File: src/rtl/pipeline_ctrl.sv
// pipeline_ctrl: hazard and sequencing controller for the 5-stage in-order core.
// Tracks in-flight register writes in a scoreboard, stalls the front end on
// RAW/WAW hazards (no forwarding), holds EX for multi-cycle ALU ops, and
// flushes if/id and id/ex on a taken branch resolved in EX.
//
// Optional build macro: PIPE_CTRL_PERF_EN adds saturating stall/flush
// cycle counters (perf_stall_cnt, perf_flush_cnt).
//
// Control semantics: an ID instruction moves into id/ex exactly in the cycle
// where issue=1. Whenever stall_front=1 the PC and if/id keep their contents
// and the ID instruction is offered again next cycle. idex_bubble loads a NOP
// into id/ex, ex_hold freezes id/ex and the EX inputs, and the two flush
// outputs clear their pipeline registers at the next clock edge.
module pipeline_ctrl #(
    parameter int REG_ADDR_W = 5,
    parameter int NUM_REGS   = 32,
    parameter int MULTI_LAT  = 4
) (
    input  logic                  clk,
    input  logic                  rst,
    input  logic                  id_valid,
    input  logic [REG_ADDR_W-1:0] id_rs1,
    input  logic                  id_rs1_used,
    input  logic [REG_ADDR_W-1:0] id_rs2,
    input  logic                  id_rs2_used,
    input  logic [REG_ADDR_W-1:0] id_rd,
    input  logic                  id_rd_we,
    input  logic                  id_multi,
    input  logic                  wb_we,
    input  logic [REG_ADDR_W-1:0] wb_rd,
    input  logic                  ex_br_taken,
    output logic                  stall_front,
    output logic                  idex_bubble,
    output logic                  ex_hold,
    output logic                  flush_ifid,
    output logic                  flush_idex,
    output logic                  issue,
    output logic [NUM_REGS-1:0]   sb_pending
`ifdef PIPE_CTRL_PERF_EN
    ,
    output logic [31:0]           perf_stall_cnt,
    output logic [31:0]           perf_flush_cnt
`endif
);

    // Counter wide enough to hold MULTI_LAT-1 for any MULTI_LAT >= 1.
    localparam int CNT_W = $clog2(MULTI_LAT) + 1;
    localparam logic [CNT_W-1:0] CNT_LOAD = CNT_W'(MULTI_LAT - 1);
    localparam logic [CNT_W-1:0] CNT_ONE  = CNT_W'(1);
    // With MULTI_LAT==1 multi-cycle ops finish in one EX cycle, so no hold.
    localparam bit MULTI_EN = (MULTI_LAT > 1);

    typedef enum logic {
        RUN     = 1'b0,
        EX_BUSY = 1'b1
    } state_t;

    // Registered state: FSM, hold down-counter, pending-write scoreboard.
    state_t                r_state;
    logic [CNT_W-1:0]      r_cnt;
    logic [NUM_REGS-1:0]   r_pend;

    // Next-state values and combinational controls.
    state_t                w_state_nxt;
    logic [CNT_W-1:0]      w_cnt_nxt;
    logic [NUM_REGS-1:0]   w_pend_nxt;
    logic                  w_hazard;
    logic                  w_rs1_hit;
    logic                  w_rs2_hit;
    logic                  w_rd_hit;
    logic                  w_stall_front;
    logic                  w_idex_bubble;
    logic                  w_ex_hold;
    logic                  w_flush_ifid;
    logic                  w_flush_idex;
    logic                  w_issue;
    logic [NUM_REGS-1:0]   w_sb_pending;

    // Hazard detection: any used operand or the destination still pending.
    // r0 never becomes pending, but the explicit !=0 terms keep that obvious.
    always_comb begin
        w_rs1_hit = id_rs1_used && (id_rs1 != '0) && r_pend[id_rs1];
        w_rs2_hit = id_rs2_used && (id_rs2 != '0) && r_pend[id_rs2];
        w_rd_hit  = id_rd_we    && (id_rd  != '0) && r_pend[id_rd];
        w_hazard  = id_valid && (w_rs1_hit || w_rs2_hit || w_rd_hit);
    end

    // FSM next-state and control outputs; everything forced low in reset.
    always_comb begin
        w_state_nxt   = r_state;
        w_cnt_nxt     = r_cnt;
        w_stall_front = 1'b0;
        w_idex_bubble = 1'b0;
        w_ex_hold     = 1'b0;
        w_flush_ifid  = 1'b0;
        w_flush_idex  = 1'b0;
        w_issue       = 1'b0;
        if (rst) begin
            case (r_state)
                RUN: begin
                    if (ex_br_taken) begin
                        // Taken branch wins over any hazard: the ID
                        // instruction is on the wrong path and is discarded.
                        w_flush_ifid = 1'b1;
                        w_flush_idex = 1'b1;
                    end else if (w_hazard) begin
                        w_stall_front = 1'b1;
                        w_idex_bubble = 1'b1;
                    end else begin
                        w_issue = id_valid;
                        if (id_valid && id_multi && MULTI_EN) begin
                            w_state_nxt = EX_BUSY;
                            w_cnt_nxt   = CNT_LOAD;
                        end
                    end
                end
                EX_BUSY: begin
                    // A branch cannot be resolved while EX is occupied by a
                    // multi-cycle op, so ex_br_taken is not looked at here.
                    w_ex_hold     = 1'b1;
                    w_stall_front = 1'b1;
                    w_cnt_nxt     = r_cnt - CNT_ONE;
                    if (r_cnt == CNT_ONE) begin
                        w_state_nxt = RUN;
                    end
                end
                default: begin
                    w_state_nxt = RUN;
                    w_cnt_nxt   = '0;
                end
            endcase
        end
    end

    // Scoreboard next value: writeback clears first, then issue sets, so a
    // set on the same index wins; r0 is never marked pending.
    always_comb begin
        w_pend_nxt = r_pend;
        if (wb_we && (wb_rd != '0)) begin
            w_pend_nxt[wb_rd] = 1'b0;
        end
        if (w_issue && id_rd_we && (id_rd != '0)) begin
            w_pend_nxt[id_rd] = 1'b1;
        end
        w_pend_nxt[0] = 1'b0;
    end

    // Scoreboard bits are visible to the core only outside reset.
    always_comb begin
        w_sb_pending = rst ? r_pend : '0;
    end

    // State register: FSM, counter and scoreboard, synchronous active-low reset.
    always_ff @(posedge clk) begin
        if (!rst) begin
            r_state <= RUN;
            r_cnt   <= '0;
            r_pend  <= '0;
        end else begin
            r_state <= w_state_nxt;
            r_cnt   <= w_cnt_nxt;
            r_pend  <= w_pend_nxt;
        end
    end

    assign stall_front = w_stall_front;
    assign idex_bubble = w_idex_bubble;
    assign ex_hold     = w_ex_hold;
    assign flush_ifid  = w_flush_ifid;
    assign flush_idex  = w_flush_idex;
    assign issue       = w_issue;
    assign sb_pending  = w_sb_pending;

`ifdef PIPE_CTRL_PERF_EN
    logic [31:0] r_perf_stall_cnt;
    logic [31:0] r_perf_flush_cnt;

    // Saturating event counters for stall and flush cycles.
    always_ff @(posedge clk) begin
        if (!rst) begin
            r_perf_stall_cnt <= '0;
            r_perf_flush_cnt <= '0;
        end else begin
            if (w_stall_front && (r_perf_stall_cnt != '1)) begin
                r_perf_stall_cnt <= r_perf_stall_cnt + 32'd1;
            end
            if (w_flush_ifid && (r_perf_flush_cnt != '1)) begin
                r_perf_flush_cnt <= r_perf_flush_cnt + 32'd1;
            end
        end
    end

    assign perf_stall_cnt = r_perf_stall_cnt;
    assign perf_flush_cnt = r_perf_flush_cnt;
`endif

endmodule

File: config.mk
export PLATFORM = sky130hd
export DESIGN_NAME = pipeline_ctrl
export DESIGN_NICKNAME = d
export VERILOG_FILES = /design/src/rtl/pipeline_ctrl.sv
export SDC_FILE = /design/constraint.sdc
export NUM_CORES = 1
export LEC_CHECK = 0
export BUFFER_PORTS_ARGS = -buffer_cell sky130_fd_sc_hd__buf_2
export CELL_PAD_IN_SITES_DETAIL_PLACEMENT = 0
export CELL_PAD_IN_SITES_GLOBAL_PLACEMENT = 1
export CORE_ASPECT_RATIO = 1.25
export CORE_MARGIN = 3
export CORE_UTILIZATION = 39
export DETAILED_ROUTE_END_ITERATION = 12
export PLACE_DENSITY = 0.78
export SYNTH_ARGS = -nofsm -noshare
export SYNTH_HDL_FRONTEND = slang
export SYNTH_SLANG_ARGS = --single-unit
File: constraint.sdc
create_clock -name clk -period 3.6 [get_ports clk]
set_input_delay 0.18 -clock clk [delete_from_list [all_inputs] [get_ports clk]]
set_output_delay 0.18 -clock clk [all_outputs]
set_load 0.01 [all_outputs]
==> results of run 1 <==
worst max path at each step:
stage                     startpoint          end  slack (ns)  cells after the start
after global placement     id_rs2[1]   r_pend[25]        0.72                      8
final                     r_pend[31]  stall_front        0.58                      7
after global routing      r_pend[29]  stall_front        0.48                      7
after detailed placement   id_rs2[1]   r_pend[15]        0.67                      8
after floorplan            id_rs2[1]  stall_front        0.94                      8
after CTS                 r_pend[31]  stall_front        0.56                      7
registers in the layout, summed over array words and instances, names as in the netlist:
register and count:
r_state 1, r_cnt 3, r_pend 31
cell usage in the layout, fill, tap and decap left out, types with 4 or more instances in the layout:
| master | n |
|---|---|
| buf_2 | 65 |
| o21ai_0 | 36 |
| dfxtp_1 | 35 |
| and2_1 | 32 |
| o31ai_1 | 26 |
| nand2_1 | 22 |
| mux4_2 | 17 |
| nor2_1 | 11 |
| nor2b_1 | 10 |
| mux2i_1 | 10 |
| nand3_1 | 10 |
| inv_1 | 8 |
| nand3b_1 | 8 |
| mux2_2 | 7 |
| o21ai_1 | 7 |
| clkbuf_8 | 7 |
| nand2b_1 | 6 |
| o22ai_1 | 4 |
cells by family (layout without fill, tap and decap cells):
logic type	count (synthesis)	count (layout)	share of synthesized area, %
and+or+nand+nor	109	109	23.0
AOI/OAI and AO/OA	94	94	23.3
DFF	35	35	26.5
muxes	34	34	21.3
buffers and inverters	31	82	4.88
adders and majority gates	2	2	0.947
other	1	1	0.142
layout make-up:
type | instances | area [um^2]
multi-input cells | 240 | 1810
flip-flops and latches | 35 | 701
inverters | 8 | 30.0
fillers | 646 | 3280
clock inverters | 1 | 7.51
clock buffers | 7 | 96.3
well taps | 85 | 106
repair buffers | 66 | 333
layer usage:
metal | wire length, um | vias to the layer above
li1 | - | 1249
met2 | 4150 | 78
met1 | 3920 | 1238
met4 | 75 | 0
met3 | 474 | 7
met5 | 0 | -
through the flow:
stage / instance area [um^2] / setup slack, ns / total power, mW / hold slack, ns
after CTS: 3090 / 0.565 / 0.857 / 0.192
final: 3090 / 0.578 / 0.852 / 0.201
after global placement: 2980 / 0.719 / 0.538 / 0.481
after global routing: 3090 / 0.481 / 0.891 / 0.205
after detailed placement: 2980 / 0.672 / 0.539 / 0.500
after floorplan: 2640 / 0.935 / 0.496 / 0.350
cells in the mapped netlist (3+ instances only):
| cell type | instances | area, um^2 |
|---|---|---|
| nand3_1 | 10 | 50.1 |
| dfxtp_1 | 35 | 701 |
| nor2_1 | 11 | 41.3 |
| clkbuf_1 | 17 | 63.8 |
| o31ai_1 | 26 | 195 |
| nor2b_1 | 10 | 62.6 |
| o211ai_1 | 3 | 22.5 |
| nand2b_1 | 6 | 37.5 |
| buf_2 | 4 | 20.0 |
| mux2i_1 | 10 | 100 |
| nand2_1 | 22 | 82.6 |
| o21ai_1 | 7 | 35.0 |
| inv_1 | 8 | 30.0 |
| nand4_1 | 3 | 18.8 |
| o21ai_0 | 36 | 180 |
| and2_1 | 32 | 200 |
| nor3b_1 | 3 | 22.5 |
| mux4_2 | 17 | 383 |
| o22ai_1 | 4 | 25.0 |
| mux2_2 | 7 | 78.8 |
| nand3b_1 | 8 | 60.1 |
power breakdown:
part	total (mW)	switching, mW	internal, mW	leakage, nW
sequential	0.398	0.00605	0.392	0.282
clock	0.321	0.147	0.174	0.0505
combinational	0.132	0.0833	0.0490	0.926
total	0.852	0.237	0.615	1.26
worst register-to-register path, delay by kind of cell, from the launching register on:
kind                   cells  cell delay, ns
AO/OA/AOI/OAI              4            1.11
multiplexers               2            0.96
flip-flops                 1            0.36
buffers and inverters      1            0.26
==> impl_metrics.toml, run 1 <==
[sta]
rsz0062_at_grt = "no"
slew_violations = 0
post-route-period-util_pct = 83.9
fin_setup_tns_ns = 0
period_needed_ns = 3.02
finalSetupViolCount = 0
worstMarginPinSlew_ns = 0.548
clock_skew_ns = 0.00705
clock.fmax_mhz = 331
relSlewSlack_pct = 63.4
hold_viol = 0

[cts]
cts_buffers = 5
cts_tree = "yes"
cts_root_buffer = "clkbuf_8"
cts_setup_buffers = 0
path_clk_slew_ns = 0.08
clk_latency_ns = 0.29
cts_buffer_depth = 2
ctsResizeCount = 0
cts.sinks = 35
htreeDepth = 2
holdBufCountCts = 0

[route]
wl_um = 8610
drt-initial-drc-count = 183
drc_errors = 0
dr.pass1.iters = 5
wire_per_inst_um = 19.5
vias = 2572
postRouteAntennaNets = 0
vias_per_cell = 5.82

[die]
core_um2 = 6370
die_h_um = 98.0
dieArea_um2 = 7810
die_x_um = 79.6
initial_core_util_pct = 41.5
row_count = 32
io_pins = 67

[setup_path]
cp_top_family = "compound AO/OA/AOI/OAI gates"
cp_max_fo = 7
reg2reg_to = "r_pend[15]"
worstSetupPathType = "reg2out"
cp_num_buf_inv = 1
crit_arrival_ns = 2.84
r2r_start = "r_pend[31]"
required_ns = 3.42
worstPathCellList = "mux4_2, mux4_2, a2bb2oi_1, a211o_1, a211o_1, a31o_2, buf_2"
reg2regPathDepth = 7
max_stage_delay_ns = 0.49
rrSetupSlack_ns = 0.81
cp-start-kind = "register"
slowest_stage = "mux4_2"
crit_path_end_kind = "output port"

[global_routing]
grt_max_degree = 41
track_usage_pct = 22.6
grt_use_met3_pct = 3.04
grtUsageMet2_pct = 36.0
grt_pass1_wl_um = 13600
antenna_found_initial = 0
grtUsageMet1_pct = 32.3
top_usage_layer = "met2"
grt_overflow = 0
grt_pass1_vias = 2567

[logic_synthesis]
ys_types = 42
synth_warnings = 0
avgSynthCellArea_um2 = 8.64
synthCells = 306
synth_edf_count = 0
synthesis.area_um2 = 2640
syn_nets = 337
ys_dominant_reg_cell = "dfxtp_1"
async_flop_share_pct = 0
ys_ff_latch = 35
seq_area_frac_synth_pct = 26.5

[flow_run]
cap_violations = 0

[final_layout]
post-route-util_pct = 48.5
areaGrowthSynthToFinish_pct = 16.8
drive_gt1_share_pct = 28.6
nNetsFinal = 387
fin_cells = 442
diodes = 0

[min_path]
worstHoldStart = "id_multi"
min_to = "r_cnt[1]"
hp-class = "in2reg"
holdPathStages = 3

[status]
status = "complete, no violations"

[place]
gp_congestion = 0.866
port_buffers = 65
place_hpwl_um = 6610
place_inst = 434

[power]
leakage_nw = 1.26
peakVddDrop_v = 0.000313
p_per_area_nw_per_um2 = 276
Note: power is estimated with default switching activity, not from simulation.
==> inputs of run 2 (changes only) <==
--- a/config.mk
+++ b/config.mk
@@ -10,9 +10,9 @@
 export CELL_PAD_IN_SITES_GLOBAL_PLACEMENT = 1
 export CORE_ASPECT_RATIO = 1.25
 export CORE_MARGIN = 3
-export CORE_UTILIZATION = 39
+export CORE_UTILIZATION = 36
 export DETAILED_ROUTE_END_ITERATION = 12
-export PLACE_DENSITY = 0.78
+export PLACE_DENSITY = 0.76
 export SYNTH_ARGS = -nofsm -noshare
 export SYNTH_HDL_FRONTEND = slang
 export SYNTH_SLANG_ARGS = --single-unit
==> constraint.sdc (replaced) <==
create_clock -name clk -period 2.5 [get_ports clk]
set_input_delay 0.125 -clock clk [delete_from_list [all_inputs] [get_ports clk]]
set_output_delay 0.125 -clock clk [all_outputs]
set_load 0.01 [all_outputs]
==> run 2 against run 1 <==
Net effect:
- the flow now finishes with violations (setup timing)
- power is 59% higher
- die area rose by 7.8%
- register-to-register slack worse by 1.1 ns
- global-route usage up 0.42 points
- largest power group unchanged
- highest routed layer unchanged
==> impl_metrics.toml, run 2 (synthesis gave the netlist of run 1 again) <==
[status]
status = "finished, violations left"
violations = "setup timing"

[die]
die_x_um = 82.6
die_h_um = 102
core_um2 = 7060
row_count = 34
io_pins = 67
dieArea_um2 = 8410
initial_core_util_pct = 37.4

[sta]
finalSetupViolCount = 36
hold_viol = 0
period_needed_ns = 2.83
clock_skew_ns = 0.0116
clock.fmax_mhz = 354
slew_violations = 0
finalHoldWorstSlack_ns = 0.137
relSlewSlack_pct = 35.3
rsz0062_at_grt = "yes"
setup_ws_ns = -0.328
fin_setup_tns_ns = -7.95
worstMarginPinSlew_ns = 0.967
post-route-period-util_pct = 113

[global_routing]
grt_overflow = 0
grt_max_degree = 41
track_usage_pct = 23.0
grt_pass1_wl_um = 14500
grt_pass1_vias = 2686
antenna_found_initial = 0

[final_layout]
largest_register_ffs = 31
largestRegisters = "r_pend x31, r_cnt x3, r_state x1"
fin_cells = 471
layout_common_cells = "buf_2, o21ai_0, dfxtp_1"
stdcell_area_um2 = 3650
areaGrowthSynthToFinish_pct = 38.0
nNetsFinal = 411
final_common_cell = "buf_2"
post-route-util_pct = 51.6
diodes = 0
drive_gt1_share_pct = 42.3
regMostFlops = "r_pend"

[place]
gp_congestion = 0.881
placed_area_um2 = 3130
place_inst = 458
place_hpwl_um = 7070
port_buffers = 65
post-place-ws_ns = -0.178

[flow_run]
cap_violations = 0

[route]
wl_um = 9660
met2_wirelength_um = 4820
vias = 2800
drt-initial-drc-count = 281
highest_layer = "met4"
postRouteAntennaNets = 0
vias_per_cell = 5.94
wire_per_inst_um = 20.5
drc_errors = 0
wl_met1_um = 4020
dr.pass1.iters = 4
wl_met3_um = 687

[setup_path]
cp_num_buf_inv = 2
required_ns = 2.69
worstSetupPathType = "reg2reg"
crit_path_end_kind = "register"
reg2regPathDepth = 8
rrSetupSlack_ns = -0.33
cp_top_family = "compound AO/OA/AOI/OAI gates"
crit_arrival_ns = 3.02
cp_max_fo = 12
reg2reg_to = "r_pend[30]"
max_stage_delay_ns = 0.49
r2r_start = "r_pend[31]"
cp-start-kind = "register"
worstPathCellList = "mux4_2, mux4_2, a2bb2oi_2, a211o_1, a211o_1, buf_4, bufbuf_16, o31ai_4"
slowest_stage = "mux4_2"
crit_path_start = "r_pend[31]"

[min_path]
min_to = "r_cnt[1]"
holdPathStages = 3
worstHoldStart = "id_multi"
hp-class = "in2reg"

[cts]
cts_buffers = 5
cts_root_buffer = "clkbuf_8"
cts.sinks = 35
path_clk_slew_ns = 0.07
cts_buffer_depth = 2
clk_latency_ns = 0.30
cts_tree = "yes"
htreeDepth = 2

[power]
leakage_nw = 1.49
peakVddDrop_v = 0.000388
p_per_area_nw_per_um2 = 370
fin_total_pwr_mw = 1.35
run 2: changes by cell type in the layout (fill, tap and decap cells not counted), moves of 6 or more:
cell | previous run | this run
o31ai_1 | 26 | 2
buf_4 | 1 | 21
o31ai_4 | 0 | 14
o31ai_2 | 0 | 10
o21ai_2 | 0 | 7
o21ai_1 | 7 | 1
run 2: metal layers:
metal  GRT usage [%]  vias up
met5               0        -
met2            37.5      123
met1            32.1     1368
met3            2.85       10
li1                -     1299
met4            5.79        0
run 2: power breakdown:
group          total, mW  internal (mW)  leakage (nW)  switching, mW
logic              0.252         0.0991          1.15          0.153
clock network      0.527          0.302        0.0587          0.225
registers          0.572          0.564         0.283        0.00801
total               1.35          0.965          1.49          0.385
run 2: area by class of cell:
cell class	instances	area [um^2]
tap	90	113
multi-input combinational	240	2110
clock inverter	3	47.5
timing repair buffer	90	578
clock buffer	5	68.8
inverter	8	30.0
sequential	35	703
fill	700	3410
run 2: worst max-delay path by stage:
stage,cells past startpoint,to
2_1_floorplan,8,stall_front
3_3_place_gp,8,r_pend[29]
3_5_place_dp,8,r_pend[25]
4_1_cts,8,idex_bubble
5_1_grt,8,idex_bubble
6_report,8,r_pend[30]
run 2: worst reg2reg max path, stage by stage, from the launching register on:
cell	delay (ns)
dfxtp_2	0.34
mux4_2	0.45
mux4_2	0.49
a2bb2oi_2	0.15
a211o_1	0.31
a211o_1	0.29
buf_4	0.18
bufbuf_16	0.30
o31ai_4	0.24
run 2: what timing repair did:
action | 4_1_cts | 5_1_grt
cloned | 1 | 1
resized for setup | 24 | 33
endpoints found under the setup margin | 36 | 38
hold buffers | 0 | 0
pin swaps | 8 | 6
hold endpoints to repair | 0 | 0
setup buffers | 3 | 1
